File: config.mk
export PLATFORM = sky130hd
export DESIGN_NAME = mjpg_stream_parser
export DESIGN_NICKNAME = d
export VERILOG_FILES = /design/src/rtl/mjpg_pkg.sv /design/src/rtl/mjpg_stream_parser.sv
export SDC_FILE = /design/constraint.sdc
export NUM_CORES = 1
export LEC_CHECK = 0
export BUFFER_PORTS_ARGS = -buffer_cell sky130_fd_sc_hd__buf_2
export CAP_MARGIN = 10
export CORE_MARGIN = 3
export CORE_UTILIZATION = 50
export DETAILED_ROUTE_END_ITERATION = 7
export GPL_TIMING_DRIVEN = 0
export PLACE_DENSITY = 0.7
export SYNTH_ARGS = -nofsm -noshare
export SYNTH_HDL_FRONTEND = slang
export SYNTH_SLANG_ARGS = --single-unit
File: constraint.sdc
create_clock -name clk -period 3 [get_ports clk]
set_input_delay 0.3 -clock clk [delete_from_list [all_inputs] [get_ports clk]]
set_output_delay 0.3 -clock clk [all_outputs]
set_load 0.01 [all_outputs]
File: src/rtl/mjpg_pkg.sv
// mjpg_pkg: constants and types shared by the MJPEG stream parser.
//   - JPEG marker codes (the byte that follows 0xFF)
//   - parser state enumeration
//   - segment length width
package mjpg_pkg;

  localparam int LEN_W = 16;

  localparam logic [7:0] MK_FF = 8'hFF;
  localparam logic [7:0] STUFF = 8'h00;
  localparam logic [7:0] TEM   = 8'h01;
  localparam logic [7:0] SOF0  = 8'hC0;
  localparam logic [7:0] RST0  = 8'hD0;
  localparam logic [7:0] RST1  = 8'hD1;
  localparam logic [7:0] RST2  = 8'hD2;
  localparam logic [7:0] RST3  = 8'hD3;
  localparam logic [7:0] RST4  = 8'hD4;
  localparam logic [7:0] RST5  = 8'hD5;
  localparam logic [7:0] RST6  = 8'hD6;
  localparam logic [7:0] RST7  = 8'hD7;
  localparam logic [7:0] SOI   = 8'hD8;
  localparam logic [7:0] EOI   = 8'hD9;
  localparam logic [7:0] SOS   = 8'hDA;

  typedef enum logic [2:0] {
    ST_HUNT,
    ST_MARK,
    ST_LEN_HI,
    ST_LEN_LO,
    ST_SEG,
    ST_SCAN,
    ST_SCAN_FF
  } state_t;

  // RST0..RST7 share the upper five bits 11010.
  function automatic logic is_rst_code(input logic [7:0] code);
    return code[7:3] == 5'b11010;
  endfunction

endpackage

File: src/rtl/mjpg_stream_parser.sv
// mjpg_stream_parser: receive side of the MJPEG byte stream.
// Hunts markers, skips header segments, captures frame height/width from the
// SOF segment and strips 0xFF00 stuffing from the entropy-coded scan data.
//
// Ports
//   clk, rst        clock, asynchronous active-high reset
//   jvalid, jpeg    input byte stream (no backpressure)
//   svalid, sdata   destuffed scan byte
//   sof, eoi        SOI / EOI pulses
//   scan_start      SOS segment finished, scan data follows
//   scan_end        marker terminated scan data
//   rstm            restart marker inside a scan
//   height, width   last captured SOF dimensions (truncated to DIM_W)
//   dim_valid       both dimensions captured since the last SOI
//   err             sticky protocol error, cleared by SOI
//
// All outputs are registered: a byte accepted in cycle N shows its effect in
// cycle N+1.
//
// state      | meaning
// -----------+-------------------------------------------------------
// ST_HUNT    | outside any segment, looking for 0xFF
// ST_MARK    | previous byte was 0xFF, next byte is a marker code
// ST_LEN_HI  | expecting segment length high byte
// ST_LEN_LO  | expecting segment length low byte
// ST_SEG     | consuming segment payload
// ST_SCAN    | entropy-coded data, bytes pass through
// ST_SCAN_FF | scan data saw 0xFF, next byte decides stuffing/marker
module mjpg_stream_parser
  import mjpg_pkg::*;
#(
  parameter int         DIM_W    = 12,
  parameter logic [7:0] SOF_CODE = 8'hC0
) (
  input  logic             clk,
  input  logic             rst,
  input  logic             jvalid,
  input  logic [7:0]       jpeg,
  output logic             svalid,
  output logic [7:0]       sdata,
  output logic             sof,
  output logic             eoi,
  output logic             scan_start,
  output logic             scan_end,
  output logic             rstm,
  output logic [DIM_W-1:0] height,
  output logic [DIM_W-1:0] width,
  output logic             dim_valid,
  output logic             err
);

  state_t             state_q, state_d;
  logic [7:0]         code_q, code_d;
  logic [7:0]         len_hi_q, len_hi_d;
  logic [7:0]         dim_hi_q, dim_hi_d;
  logic [LEN_W-1:0]   remain_q, remain_d;
  logic [2:0]         idx_q, idx_d;

  logic               svalid_d, sof_d, eoi_d, scan_start_d, scan_end_d, rstm_d;
  logic [7:0]         sdata_d;
  logic [DIM_W-1:0]   height_d, width_d;
  logic               dim_valid_d, err_d;

  logic [LEN_W-1:0]   seg_len;
  logic [15:0]        dim_full;
  logic               dim_over;
  logic               mark_byte;
  logic               seg_done;

  always_ff @(posedge clk or posedge rst) begin
    if (rst) begin
      state_q    <= ST_HUNT;
      code_q     <= '0;
      len_hi_q   <= '0;
      dim_hi_q   <= '0;
      remain_q   <= '0;
      idx_q      <= '0;
      svalid     <= 1'b0;
      sdata      <= '0;
      sof        <= 1'b0;
      eoi        <= 1'b0;
      scan_start <= 1'b0;
      scan_end   <= 1'b0;
      rstm       <= 1'b0;
      height     <= '0;
      width      <= '0;
      dim_valid  <= 1'b0;
      err        <= 1'b0;
    end else begin
      state_q    <= state_d;
      code_q     <= code_d;
      len_hi_q   <= len_hi_d;
      dim_hi_q   <= dim_hi_d;
      remain_q   <= remain_d;
      idx_q      <= idx_d;
      svalid     <= svalid_d;
      sdata      <= sdata_d;
      sof        <= sof_d;
      eoi        <= eoi_d;
      scan_start <= scan_start_d;
      scan_end   <= scan_end_d;
      rstm       <= rstm_d;
      height     <= height_d;
      width      <= width_d;
      dim_valid  <= dim_valid_d;
      err        <= err_d;
    end
  end

  always_comb begin
    state_d      = state_q;
    code_d       = code_q;
    len_hi_d     = len_hi_q;
    dim_hi_d     = dim_hi_q;
    remain_d     = remain_q;
    idx_d        = idx_q;
    svalid_d     = 1'b0;
    sdata_d      = sdata;
    sof_d        = 1'b0;
    eoi_d        = 1'b0;
    scan_start_d = 1'b0;
    scan_end_d   = 1'b0;
    rstm_d       = 1'b0;
    height_d     = height;
    width_d      = width;
    dim_valid_d  = dim_valid;
    err_d        = err;
    mark_byte    = 1'b0;
    seg_done     = 1'b0;
    seg_len      = {len_hi_q, jpeg};
    dim_full     = {dim_hi_q, jpeg};
    dim_over     = (32'(dim_full) >> DIM_W) != 32'd0;

    if (jvalid) begin
      unique case (state_q)
        ST_HUNT: begin
          if (jpeg == MK_FF) state_d = ST_MARK;
        end
        ST_MARK: begin
          // Further 0xFF bytes are fill; stay until a real code arrives.
          if (jpeg != MK_FF) mark_byte = 1'b1;
        end
        ST_LEN_HI: begin
          len_hi_d = jpeg;
          state_d  = ST_LEN_LO;
        end
        ST_LEN_LO: begin
          idx_d = '0;
          if (seg_len < LEN_W'(2)) begin
            err_d   = 1'b1;
            state_d = ST_HUNT;
          end else begin
            // A SOF shorter than 7 cannot carry both dimensions.
            if (code_q == SOF_CODE && seg_len < LEN_W'(7)) err_d = 1'b1;
            remain_d = seg_len - LEN_W'(2);
            if (seg_len == LEN_W'(2)) seg_done = 1'b1;
            else                      state_d  = ST_SEG;
          end
        end
        ST_SEG: begin
          remain_d = remain_q - LEN_W'(1);
          // Payload index saturates once past the dimension fields.
          if (idx_q != 3'd5) idx_d = idx_q + 3'd1;
          if (code_q == SOF_CODE) begin
            case (idx_q)
              3'd1, 3'd3: dim_hi_d = jpeg;
              3'd2: begin
                height_d = dim_full[DIM_W-1:0];
                if (dim_over) err_d = 1'b1;
              end
              3'd4: begin
                width_d     = dim_full[DIM_W-1:0];
                dim_valid_d = 1'b1;
                if (dim_over) err_d = 1'b1;
              end
              default: ;
            endcase
          end
          if (remain_q == LEN_W'(1)) seg_done = 1'b1;
        end
        ST_SCAN: begin
          if (jpeg == MK_FF) begin
            state_d = ST_SCAN_FF;
          end else begin
            svalid_d = 1'b1;
            sdata_d  = jpeg;
          end
        end
        ST_SCAN_FF: begin
          if (jpeg == STUFF) begin
            svalid_d = 1'b1;
            sdata_d  = MK_FF;
            state_d  = ST_SCAN;
          end else if (is_rst_code(jpeg)) begin
            rstm_d  = 1'b1;
            state_d = ST_SCAN;
          end else if (jpeg != MK_FF) begin
            // Any other marker ends the scan and is then parsed as a header marker.
            scan_end_d = 1'b1;
            mark_byte  = 1'b1;
          end
        end
        default: state_d = ST_HUNT;
      endcase

      if (mark_byte) begin
        state_d = ST_HUNT;
        if (jpeg == SOI) begin
          sof_d       = 1'b1;
          err_d       = 1'b0;
          dim_valid_d = 1'b0;
        end else if (jpeg == EOI) begin
          eoi_d = 1'b1;
        end else if (jpeg == STUFF) begin
          err_d = 1'b1;
        end else if (!(is_rst_code(jpeg) || jpeg == TEM)) begin
          code_d  = jpeg;
          state_d = ST_LEN_HI;
        end
      end

      if (seg_done) begin
        if (code_q == SOS) begin
          scan_start_d = 1'b1;
          state_d      = ST_SCAN;
        end else begin
          state_d = ST_HUNT;
        end
      end
    end
  end

endmodule

==> summary.md, run 1 <==
| Metric | Value |
|---|---|
| Outcome | `complete, no violations` |
| Setup TNS | `0 ns` |
| Worst path required time | `3.28 ns` |
| CTS Root Cell | `clkbuf_8` |
| Gate power share | `0.332` |
| Initial antenna violation count | `0` |
| Crit-path most repeated cell | `o21ai_0` |
| Max stage delay cell, worst path | `nor4_1` |
| Largest net degree at the start of global routing | `70` |
| MaxCap Viol Count | `0` |
| Slew margin rel. | `0.5075` |
| Htree depth | `3` |
| Area Overhead vs Synth | `13.34%` |
| Die extent in y | `99.49 um` |
| Worst setup margin | `0.2995 ns` |
| Hpwl dp | `7455 um` |
| Core area | `8341 um2` |
| Switching power | `0.001405 W` |
| Total Wirelength | `10630 um` |
| DRT Pass-1 Iters | `5` |
| Post-synthesis sequential area ratio | `0.4924` |
| Final Hold Fails | `0` |
| Num CTS Buffers | `9` |
| M3 GR Usage | `0.03576` |
| Crit Path Class | `reg -> reg` |
| Syn. warnings | `0` |
| Antenna Diode Count | `0` |
| Die W | `99.49 um` |
| Worst-path fanout max | `10` |
| Worst reg2reg path depth | `7` |
| TritonCTS clock tree | `built` |
| Final setup violation count | `0` |
| Flops & latches, synth | `86` |
| Top-count cell post-synth | `dfrtp_1` |
| Pleak | `2.306 nW` |
| Startpoint Class | `flip-flop` |
| Cell Rows | `33` |
| Setup WS pre-CTS | `0.1950 ns` |
| Total grt overflow | `0` |
| Slew Limit Fails | `0` |
| Hold WC Path Type | `in -> reg` |
| Synth top cells by count | `dfrtp_1 (86), o21ai_0 (48), mux2_2 (42)` |
| Clock skew | `0.01252 ns` |
| Routed WL per cell | `17.48 um` |
| Clock Path Buffers | `2` |
| Vias/cell | `5.737` |
| Full die area | `9898 um2` |
| Min cycle time layout | `2.701 ns` |
| GRT met2 Usage | `0.3709` |
| Post-route ant nets | `0` |
| Peak VDD IR | `404.7 uV` |
| Synth unique cells | `51` |
| Vias in the first global route | `3352` |
| Fmax achieved | `370.3 MHz` |
| Cell taking the most area after synthesis | `dfrtp_1` |
| GRT busiest layer | `met2` |
| Syn_nets | `456` |
| Hold Path Depth | `2` |
| Total track usage | `0.2276` |
| Power per standard cell area | `746.4 nW/um2` |
| Measured slew at the worst slew-check pin | `0.7371 ns` |
| Main synth FF type | `dfrtp_1` |
| Async S/R FF share, synth | `1.000` |
| Clk_lat worst skew | `0.37 ns` |
| RSZ-0062 raised after global routing | `no` |
| Post-synth EDFFs | `0` |
| Cells after Synth | `437` |
| Effective utilization at floorplan | `0.5240` |
| CP endpoint kind | `flip-flop` |
| First-pass GRT wire length | `17550 um` |
| Critical path arrival | `2.98 ns` |
| # port buffers | `48` |
| Syn_area_per_cell | `10.00 um2` |
| Fin util | `0.5939` |
| Synth top area share | `0.4924` |
| Power share of the clock group | `0.201` |
| Nets | `517` |
| Final worst path period share | `0.9002` |
| Flop pwr share | `0.467` |
| Switching Share | `0.3799` |
| Area contributors post-synth | `dfrtp_1 (49%), mux2_2 (11%), o21ai_0 (5.5%)` |
| Cell Chain, Critical Path | `nor4_1 > nand4b_1 > o21a_1 > o21ai_1 > buf_2 > o21ai_0 > o21ai_0` |
| Final Wtd Congestion | `0.9188` |
| Internal power | `0.002293 W` |
| Via count | `3488` |
| Synthesized cell area | `4370 um2` |
| Drt initial violations | `228` |
| Sink Count | `86` |
| IO Pins | `51` |
| CTS clk-pin slew, worst paths | `0.09 ns` |
| Remaining DRCs | `0` |
| Share of cells above drive strength 1 | `0.2386` |
| Critical Path Max Stage Delay | `0.62 ns` |
| Pwr Total | `0.003697 W` |
| Met1 global-route usage | `0.3104` |
timing repair:
| action | in CTS | in global routing |
|---|---|---|
| gates resized for setup | 0 | 1 |
| endpoints found under the setup margin | 0 | 8 |
| buffers inserted | 0 | 0 |
| endpoints found under the hold margin | 17 | 0 |
| hold buffers | 1 | 0 |
metrics by stage:
stage          hold slack, ns  cells  cell area (um2)
2_1_floorplan          0.4579    437             4370
3_3_place_gp           0.4586    590             4742
3_5_place_dp           0.2578    591             4772
4_1_cts                0.2366    608             4954
5_1_grt                0.2471    608             4954
6_report               0.2528    608             4954
registers in the layout (all words and copies together) (netlist names), 3 cells and up:
| signal | flops |
|---|---|
| remain_q | 16 |
| height | 12 |
| width | 12 |
| code_q | 8 |
| dim_hi_q | 8 |
| len_hi_q | 8 |
| sdata | 8 |
| idx_q | 3 |
| state_q | 3 |
cell usage in the layout, fill, tap and decap left out, types with 3 or more instances in the layout:
cell type  Yosys  routed
dfrtp_1       86      86
buf_2          6      54
o21ai_0       48      47
mux2_2        42      42
nand2_1       41      41
nor2_1        29      29
a21oi_1       20      20
clkbuf_1      17      18
inv_1         18      17
nand3_1       17      17
nor3_1        14      14
nor4_1        10      10
clkbuf_8       0       9
ha_1           8       8
or3_1          6       6
xnor2_1        6       6
xor2_1         6       6
nand2b_1       4       4
o21a_1         4       4
nand4_1        4       4
nor3b_1        4       4
and3_1         3       3
a22o_1         3       3
a211oi_1       3       3
o31ai_1        3       3
worst max-delay path, delay by kind of cell (launching register included):
| family | cells | cell delay, ns |
|---|---|---|
| flip-flops | 1 | 0.44 |
| AO/OA/AOI/OAI | 4 | 0.92 |
| AND/OR/NAND/NOR | 2 | 0.93 |
| buffers and inverters | 1 | 0.32 |
metal layers:
metal	up-vias	share of wire
met3	15	0.054
li1	1676	-
met4	0	0.016
met5	-	0
met2	115	0.48
met1	1682	0.45
logic make-up (layout without fill, tap and decap cells):
logic type,Yosys count,in the layout,synth area share
AND/OR/NAND/NOR,145,145,0.1672
adder cells (fa/ha/maj),8,8,0.02290
buffers and inverters,45,111,0.04380
AO/OA/AOI/OAI,97,97,0.1368
flip-flops,86,86,0.4924
XOR/XNOR,12,12,0.02405
multiplexers,44,44,0.1128
final timing paths:
kind,from,to,slack (ns)
setup / recovery,len_hi_q[1],remain_q[15],0.30
hold / removal,jpeg[1],code_q[1],0.25
setup reg to reg,len_hi_q[1],remain_q[15],0.30
hold reg to reg,sdata[3],sdata[3],0.48
max in group asynchronous,rst,scan_end,1.98
min in group asynchronous,rst,idx_q[1],0.42
power by group through the flow:
| stage | Combinational, W | Sequential [W] | Clock (W) |
|---|---|---|---|
| final | 0.00123 | 0.00173 | 0.000742 |
| after global routing | 0.00138 | 0.00178 | 0.000803 |
| after CTS | 0.00122 | 0.00172 | 0.000764 |
| after detailed placement | 0.00122 | 0.00174 | 0 |
| after global placement | 0.00118 | 0.00173 | 0 |
| after floorplan | 0.000891 | 0.00171 | 0 |
final cells by class:
| cell class | instances | area [um2] |
|---|---|---|
| clock inverters | 6 | 43.79 |
| well taps | 105 | 131.4 |
| multi-input cells | 306 | 2027 |
| fillers | 752 | 3387 |
| flip-flops and latches | 86 | 2152 |
| inverters | 18 | 70.07 |
| clock buffers | 10 | 127.6 |
| repair buffers | 50 | 277.8 |
| plain buffers | 27 | 123.9 |
No activity file was read; power rests on OpenSTA's default activity.
==> run 2: changes to the inputs <==
--- a/config.mk
+++ b/config.mk
@@ -5,6 +5,7 @@
 export SDC_FILE = /design/constraint.sdc
 export NUM_CORES = 1
 export LEC_CHECK = 0
+export ABC_AREA = 1
 export BUFFER_PORTS_ARGS = -buffer_cell sky130_fd_sc_hd__buf_2
 export CAP_MARGIN = 10
 export CORE_MARGIN = 3
==> run 2 against run 1 <==
Fmax increased by 43%. Combinational power increased by 16%. Clock skew up 0.00070 ns. Highest routed layer unchanged. Cell area is 3.3% higher. Critical path type unchanged. Via count up 16%. Worst setup slack improved by 0.81 ns. Largest power group unchanged.
==> summary.md, run 2 <==
| Metric | Value |
|---|---|
| Main synth FF type | `dfrtp_1` |
| Worst-path fanout max | `10` |
| Gate power share | `0.352` |
| Share of cells above drive strength 1 | `0.1594` |
| Reg-to-reg setup timing slack | `1.11 ns` |
| Measured slew at the worst slew-check pin | `0.5387 ns` |
| Clock Path Buffers | `2` |
| Peak VDD IR | `347.1 uV` |
| Pleak | `2.538 nW` |
| Routed WL per cell | `15.12 um` |
| Synth top cells by count | `nand2_1 (154), dfrtp_1 (86), nor2_1 (72)` |
| Hold Path Depth | `4` |
| Post-route ant nets | `0` |
| Slew margin rel. | `0.6409` |
| MaxCap Viol Count | `0` |
| Setup WS pre-CTS | `1.010 ns` |
| CP endpoint kind | `flip-flop` |
| Cell taking the most area after synthesis | `dfrtp_1` |
| Critical path arrival | `2.13 ns` |
| Outcome | `complete, no violations` |
| Synth top area share | `0.4804` |
| Effective utilization at floorplan | `0.5292` |
| # port buffers | `50` |
| Crit-path most repeated cell | `nand3_1` |
| Syn. warnings | `0` |
| Area post-placement | `4891 um2` |
| Fmax achieved | `528.4 MHz` |
| Worst Hold End | `eoi` |
| Switching power | `0.001660 W` |
| Hold Buf Count CTS | `1` |
| Async S/R FF share, synth | `1.000` |
| Top Registers | `remain_q (16), height (12), width (12)` |
| Hpwl dp | `8239 um` |
| Final Instance Area | `5115 um2` |
| Antenna Diode Count | `0` |
| TritonCTS clock tree | `built` |
| Top-count cell post-synth | `nand2_1` |
| Post-synth EDFFs | `0` |
| Htree depth | `3` |
| Final Hold Fails | `0` |
| Cell Rows | `33` |
| Internal power | `0.002391 W` |
| Flops & latches, synth | `86` |
| Crit Path Class | `reg -> reg` |
| Post-synthesis sequential area ratio | `0.4804` |
| Max stage delay cell, worst path | `dfrtp_1` |
| RSZ-0062 raised after global routing | `no` |
| Commonest non-fill, non-tap cell in the layout | `nand2_1` |
| Setup TNS | `0 ns` |
| Flop pwr share | `0.431` |
| Slew Limit Fails | `0` |
| Die extent in y | `100.7 um` |
| Syn_nets | `597` |
| CTS Root Cell | `clkbuf_8` |
| Worst reg2reg path depth | `7` |
| Final setup violation count | `0` |
| Full die area | `10130 um2` |
| Synth unique cells | `35` |
| IO Pins | `51` |
| Worst flop-to-flop path startpoint | `state_q[1]` |
| Initial antenna violation count | `0` |
| Worst setup margin | `1.107 ns` |
| Clock skew | `0.01321 ns` |
| Largest net degree at the start of global routing | `65` |
| Area Overhead vs Synth | `14.19%` |
| Total Wirelength | `11360 um` |
| Synthesized cell area | `4479 um2` |
| Nets | `660` |
| Switching Share | `0.4097` |
| Remaining DRCs | `0` |
| DRT Pass-1 Iters | `5` |
| Final Wtd Congestion | `0.9708` |
| Cell Chain, Critical Path | `nor2_1 > nand2_1 > buf_2 > buf_1 > nand3_1 > nand3_1 > o21ai_0` |
| Hold_ws | `0.3194 ns` |
| Post-CTS Resized | `0` |
| CTS clk-pin slew, worst paths | `0.09 ns` |
| Pwr Total | `0.004051 W` |
| Total track usage | `0.2368` |
| Largest register FFs | `16` |
| Commonest cells after routing, fill and taps aside | `nand2_1 (154), dfrtp_1 (86), nor2_1 (72)` |
| First-pass GRT wire length | `18910 um` |
| Hold WC Path Type | `in -> reg` |
| Core area | `8464 um2` |
| Via count | `4036` |
| Clk_lat worst skew | `0.36 ns` |
| Largest Register | `remain_q` |
| Area contributors post-synth | `dfrtp_1 (48%), nand2_1 (13%), o21ai_0 (7.3%)` |
| Hold_sp | `jpeg[1]` |
| Syn_area_per_cell | `7.750 um2` |
| Die W | `100.7 um` |
| Drt initial violations | `251` |
| Min cycle time layout | `1.893 ns` |
| Sink Count | `86` |
| Vias/cell | `5.374` |
| Worst path required time | `3.24 ns` |
| Startpoint Class | `flip-flop` |
| Power share of the clock group | `0.217` |
| Post-CTS Repair Setup Buffers | `0` |
| Final worst path period share | `0.6309` |
| Cells after Synth | `578` |
| R2r endpoint | `remain_q[3]` |
| Total grt overflow | `0` |
| Power per standard cell area | `791.9 nW/um2` |
| Critical Path Max Stage Delay | `0.45 ns` |
| Num CTS Buffers | `9` |
| Vias in the first global route | `3784` |
## run 2: worst max path at each step
stage / from / end / slack [ns]
CTS: state_q[0] / remain_q[12] / 1.11
floorplan: rst / code_q[0] / 0.48
global route: state_q[0] / height[4] / 0.88
finish: state_q[1] / remain_q[3] / 1.11
global placement: rst / scan_end / -0.45
detailed placement: jpeg[2] / remain_q[13] / 1.01
## run 2: power groups by stage
stage,Combinational [W],Clock [W],Sequential (W)
2_1_floorplan,0.00104,0,0.00172
3_3_place_gp,0.00137,0,0.00175
3_5_place_dp,0.00141,0,0.00176
4_1_cts,0.00142,0.000886,0.00174
5_1_grt,0.00165,0.000926,0.00179
6_report,0.00143,0.000880,0.00174
## run 2: logic make-up (layout without fill, tap and decap cells)
group / after synthesis / after routing / share of synthesized area
AO/OA/AOI/OAI: 114 / 114 / 0.1366
AND/OR/NAND/NOR: 292 / 292 / 0.2810
XOR/XNOR: 7 / 7 / 0.01369
adder cells (fa/ha/maj): 8 / 8 / 0.02235
flip-flops: 86 / 86 / 0.4804
buffers and inverters: 71 / 139 / 0.06592
## run 2: layout make-up
cell class / instances / area (um2)
timing repair buffer: 52 / 287.8
fill: 754 / 3349
tap: 105 / 131.4
inverter: 56 / 212.7
buffer: 15 / 85.08
clock inverter: 6 / 76.32
clock buffer: 10 / 137.6
multi-input combinational: 421 / 2032
sequential: 86 / 2152
## run 2: critical path, delay by kind of cell (launching register included)
family / cells / cell delay [ns]
and+or+nand+nor: 4 / 0.55
AOI/OAI and AO/OA: 1 / 0.09
buffers and inverters: 2 / 0.70
DFF: 1 / 0.45
## run 2: per-stage QoR
stage | util | instances
floorplan | - | 578
global placement | 0.5743 | 733
detailed placement | 0.5778 | 734
CTS | 0.6043 | 751
global route | 0.6043 | 751
finish | 0.6043 | 751
## run 2: per-layer routing
| metal | vias up | routed length [um] | global-route usage |
|---|---|---|---|
| met5 | - | 0 | 0 |
| li1 | 2001 | - | - |
| met3 | 21 | 634 | 0.03391 |
| met2 | 130 | 5146 | 0.3706 |
| met4 | 0 | 242 | 0.08290 |
| met1 | 1884 | 5332 | 0.3371 |
==> run 3: changes to the inputs <==
--- a/config.mk
+++ b/config.mk
@@ -5,14 +5,14 @@
 export SDC_FILE = /design/constraint.sdc
 export NUM_CORES = 1
 export LEC_CHECK = 0
-export ABC_AREA = 1
+export ABC_AREA = 0
 export BUFFER_PORTS_ARGS = -buffer_cell sky130_fd_sc_hd__buf_2
 export CAP_MARGIN = 10
 export CORE_MARGIN = 3
 export CORE_UTILIZATION = 50
 export DETAILED_ROUTE_END_ITERATION = 7
 export GPL_TIMING_DRIVEN = 0
-export PLACE_DENSITY = 0.7
+export PLACE_DENSITY = 0.73
 export SYNTH_ARGS = -nofsm -noshare
 export SYNTH_HDL_FRONTEND = slang
 export SYNTH_SLANG_ARGS = --single-unit
==> constraint.sdc (replaced) <==
create_clock -name clk -period 1.6 [get_ports clk]
set_input_delay 0.16 -clock clk [delete_from_list [all_inputs] [get_ports clk]]
set_output_delay 0.16 -clock clk [all_outputs]
set_load 0.01 [all_outputs]
==> run 3 against run 2 <==
The flow now finishes with violations (negative setup slack). Clock skew shrank 0.0016 ns. Cell area grew 18%. Global-route usage grew 1.8 points. Worst hold slack lost 0.23 ns. Sequential power grew 97%. Combinational power grew 150%. Total power grew 110%. Die area shrank 2.3%. Largest power group is now combinational logic. Utilization grew 12 points. Register-to-register slack lost 1.5 ns. Sequential cell count is the same. Non-clock buffer count grew 54.
==> summary.md, run 3 (same netlist as run 1, synthesis figures left out) <==
| Metric | Value |
|---|---|
| Hpwl dp | `7830 um` |
| CTS Root Cell | `clkbuf_8` |
| Hold WC Path Type | `in -> reg` |
| TritonCTS clock tree | `built` |
| Worst path required time | `1.90 ns` |
| Failing checks | `negative setup slack` |
| Fin util | `0.7207` |
| Startpoint Class | `flip-flop` |
| Power per standard cell area | `1401 nW/um2` |
| Total track usage | `0.2548` |
| Commonest cells after routing, fill and taps aside | `dfrtp_1 (81), buf_2 (52), nand2_1 (32), mux2_2 (32)` |
| Area Overhead vs Synth | `37.53%` |
| Slew Limit Fails | `0` |
| Effective utilization at floorplan | `0.5240` |
| MaxCap Viol Count | `0` |
| Min cycle time layout | `2.027 ns` |
| Fmax achieved | `493.2 MHz` |
| Critical path arrival | `2.33 ns` |
| DRT Pass-1 Iters | `5` |
| Initial antenna violation count | `0` |
| Clk_lat worst skew | `0.36 ns` |
| Top Registers | `remain_q (16), height (12), width (12)` |
| Cell Rows | `33` |
| Post-route ant nets | `0` |
| First-pass GRT wire length | `19820 um` |
| Measured slew at the worst slew-check pin | `0.7720 ns` |
| Share of cells above drive strength 1 | `0.4644` |
| Clock skew | `0.01159 ns` |
| Num CTS Buffers | `9` |
| Sink Count | `86` |
| Final Wtd Congestion | `0.9124` |
| Cell Chain, Critical Path | `and3b_2 > nand4_1 > o32a_1 > or4_4 > buf_4 > nor2_2` |
| Full die area | `9898 um2` |
| Worst setup margin | `-0.4274 ns` |
| Pleak | `2.747 nW` |
| Largest net degree at the start of global routing | `31` |
| Die extent in y | `99.49 um` |
| Vias in the first global route | `3818` |
| Core area | `8341 um2` |
| Via count | `3828` |
| Slew margin rel. | `0.4853` |
| Fillers | `601` |
| Nets | `561` |
| Commonest non-fill, non-tap cell in the layout | `dfrtp_1` |
| Drt initial violations | `183` |
| CTS clk-pin slew, worst paths | `0.10 ns` |
| IO Pins | `51` |
| Outcome | `finished with violations` |
| Pwr Total | `0.008422 W` |
| Clock Path Buffers | `2` |
| Total Wirelength | `12460 um` |
| RSZ-0062 raised after global routing | `yes` |
| Final Hold Fails | `0` |
| Vias/cell | `5.871` |
| Remaining DRCs | `0` |
| Routed WL per cell | `19.10 um` |
| CP endpoint kind | `flip-flop` |
| # port buffers | `48` |
| Antenna Diode Count | `0` |
| Crit Path Class | `reg -> reg` |
| Largest register FFs | `16` |
| Largest Register | `remain_q` |
| Max stage delay cell, worst path | `or4_4` |
| Hold_ws | `0.08863 ns` |
| Peak VDD IR | `862.5 uV` |
| Total grt overflow | `0` |
| Worst-path fanout max | `4` |
| Htree depth | `3` |
| Final worst path period share | `1.267` |
| Die W | `99.49 um` |
| Final setup violation count | `69` |
| Critical Path Max Stage Delay | `0.47 ns` |
## run 3: changes by cell type in the layout (fill, tap and decap cells not counted), moves of 7 or more
cell and change:
inv_1 -30, mux2_4 +10, a21oi_2 +7, buf_6 +20
nand2_1 -122, nor2_1 -45, o21ai_0 -50, a31oi_1 -7
buf_4 +27, nand3_1 -20, mux2_2 +32, o21ai_2 +12
## run 3: where the power goes
| part | leakage [nW] | switching [W] | internal [W] | total, W |
|---|---|---|---|---|
| Combinational | 1.55 | 0.00173 | 0.00181 | 0.00355 |
| Sequential | 1.11 | 0.000683 | 0.00274 | 0.00342 |
| Clock | 0.0854 | 0.000867 | 0.000590 | 0.00146 |
| Total | 2.75 | 0.00328 | 0.00514 | 0.00842 |
## run 3: final timing paths
check	endpoint	depth (start not counted)	slack (ns)	from
hold / removal	len_hi_q[1]	2	0.09	jpeg[1]
hold reg to reg	sdata[3]	2	0.49	sdata[3]
setup / recovery	scan_start	6	-0.43	state_q[2]
min in group asynchronous	dim_hi_q[2]	3	0.44	rst
setup reg to reg	scan_start	6	-0.43	state_q[2]
max in group asynchronous	len_hi_q[0]	5	0.37	rst
## run 3: worst max-delay path: cells and delay by family (launching register included)
kind | cells | cell delay, ns
flops | 1 | 0.43
buf+inv | 1 | 0.16
compound gates | 1 | 0.41
simple gates | 4 | 0.98
## run 3: layout make-up
| type | count | area [um2] | share of cell area |
|---|---|---|---|
| Multi-Input combinational cell | 306 | 2517 | 0.4188 |
| Inverter | 18 | 71.32 | 0.01187 |
| Buffer | 25 | 237.7 | 0.03955 |
| Sequential cell | 86 | 2158 | 0.3591 |
| Timing Repair Buffer | 96 | 714.4 | 0.1189 |
| Clock buffer | 10 | 127.6 | 0.02123 |
| Tap cell | 105 | 131.4 | 0.02186 |
| Clock inverter | 6 | 52.55 | 0.008743 |
## run 3: layer usage
metal	track usage	vias to the layer above	wire length, um
met5	0	-	0
met4	0.09559	0	369
met3	0.05049	35	748
met2	0.4148	142	6110
met1	0.3385	1879	5227
li1	-	1772	-
## run 3: what timing repair did
action / 4_1_cts / 5_1_grt
gates cloned: 4 / 1
gates resized for setup: 78 / 66
pin swaps: 19 / 18
hold buffers: 1 / 0
buffers inserted: 22 / 20
setup endpoints to repair: 84 / 82
endpoints found under the hold margin: 28 / 0
## run 3: through the flow
stage / instance area (um2) / setup slack (ns) / cells / TNS [ns]
floorplan: 4576 / -0.4386 / 437 / -13.28
global placement: 4947 / -0.7319 / 590 / -43.26
detailed placement: 4987 / -0.6793 / 592 / -35.99
CTS: 5650 / -0.4219 / 633 / -19.97
global route: 6011 / -0.5124 / 652 / -26.66
finish: 6011 / -0.4274 / 652 / -21.33
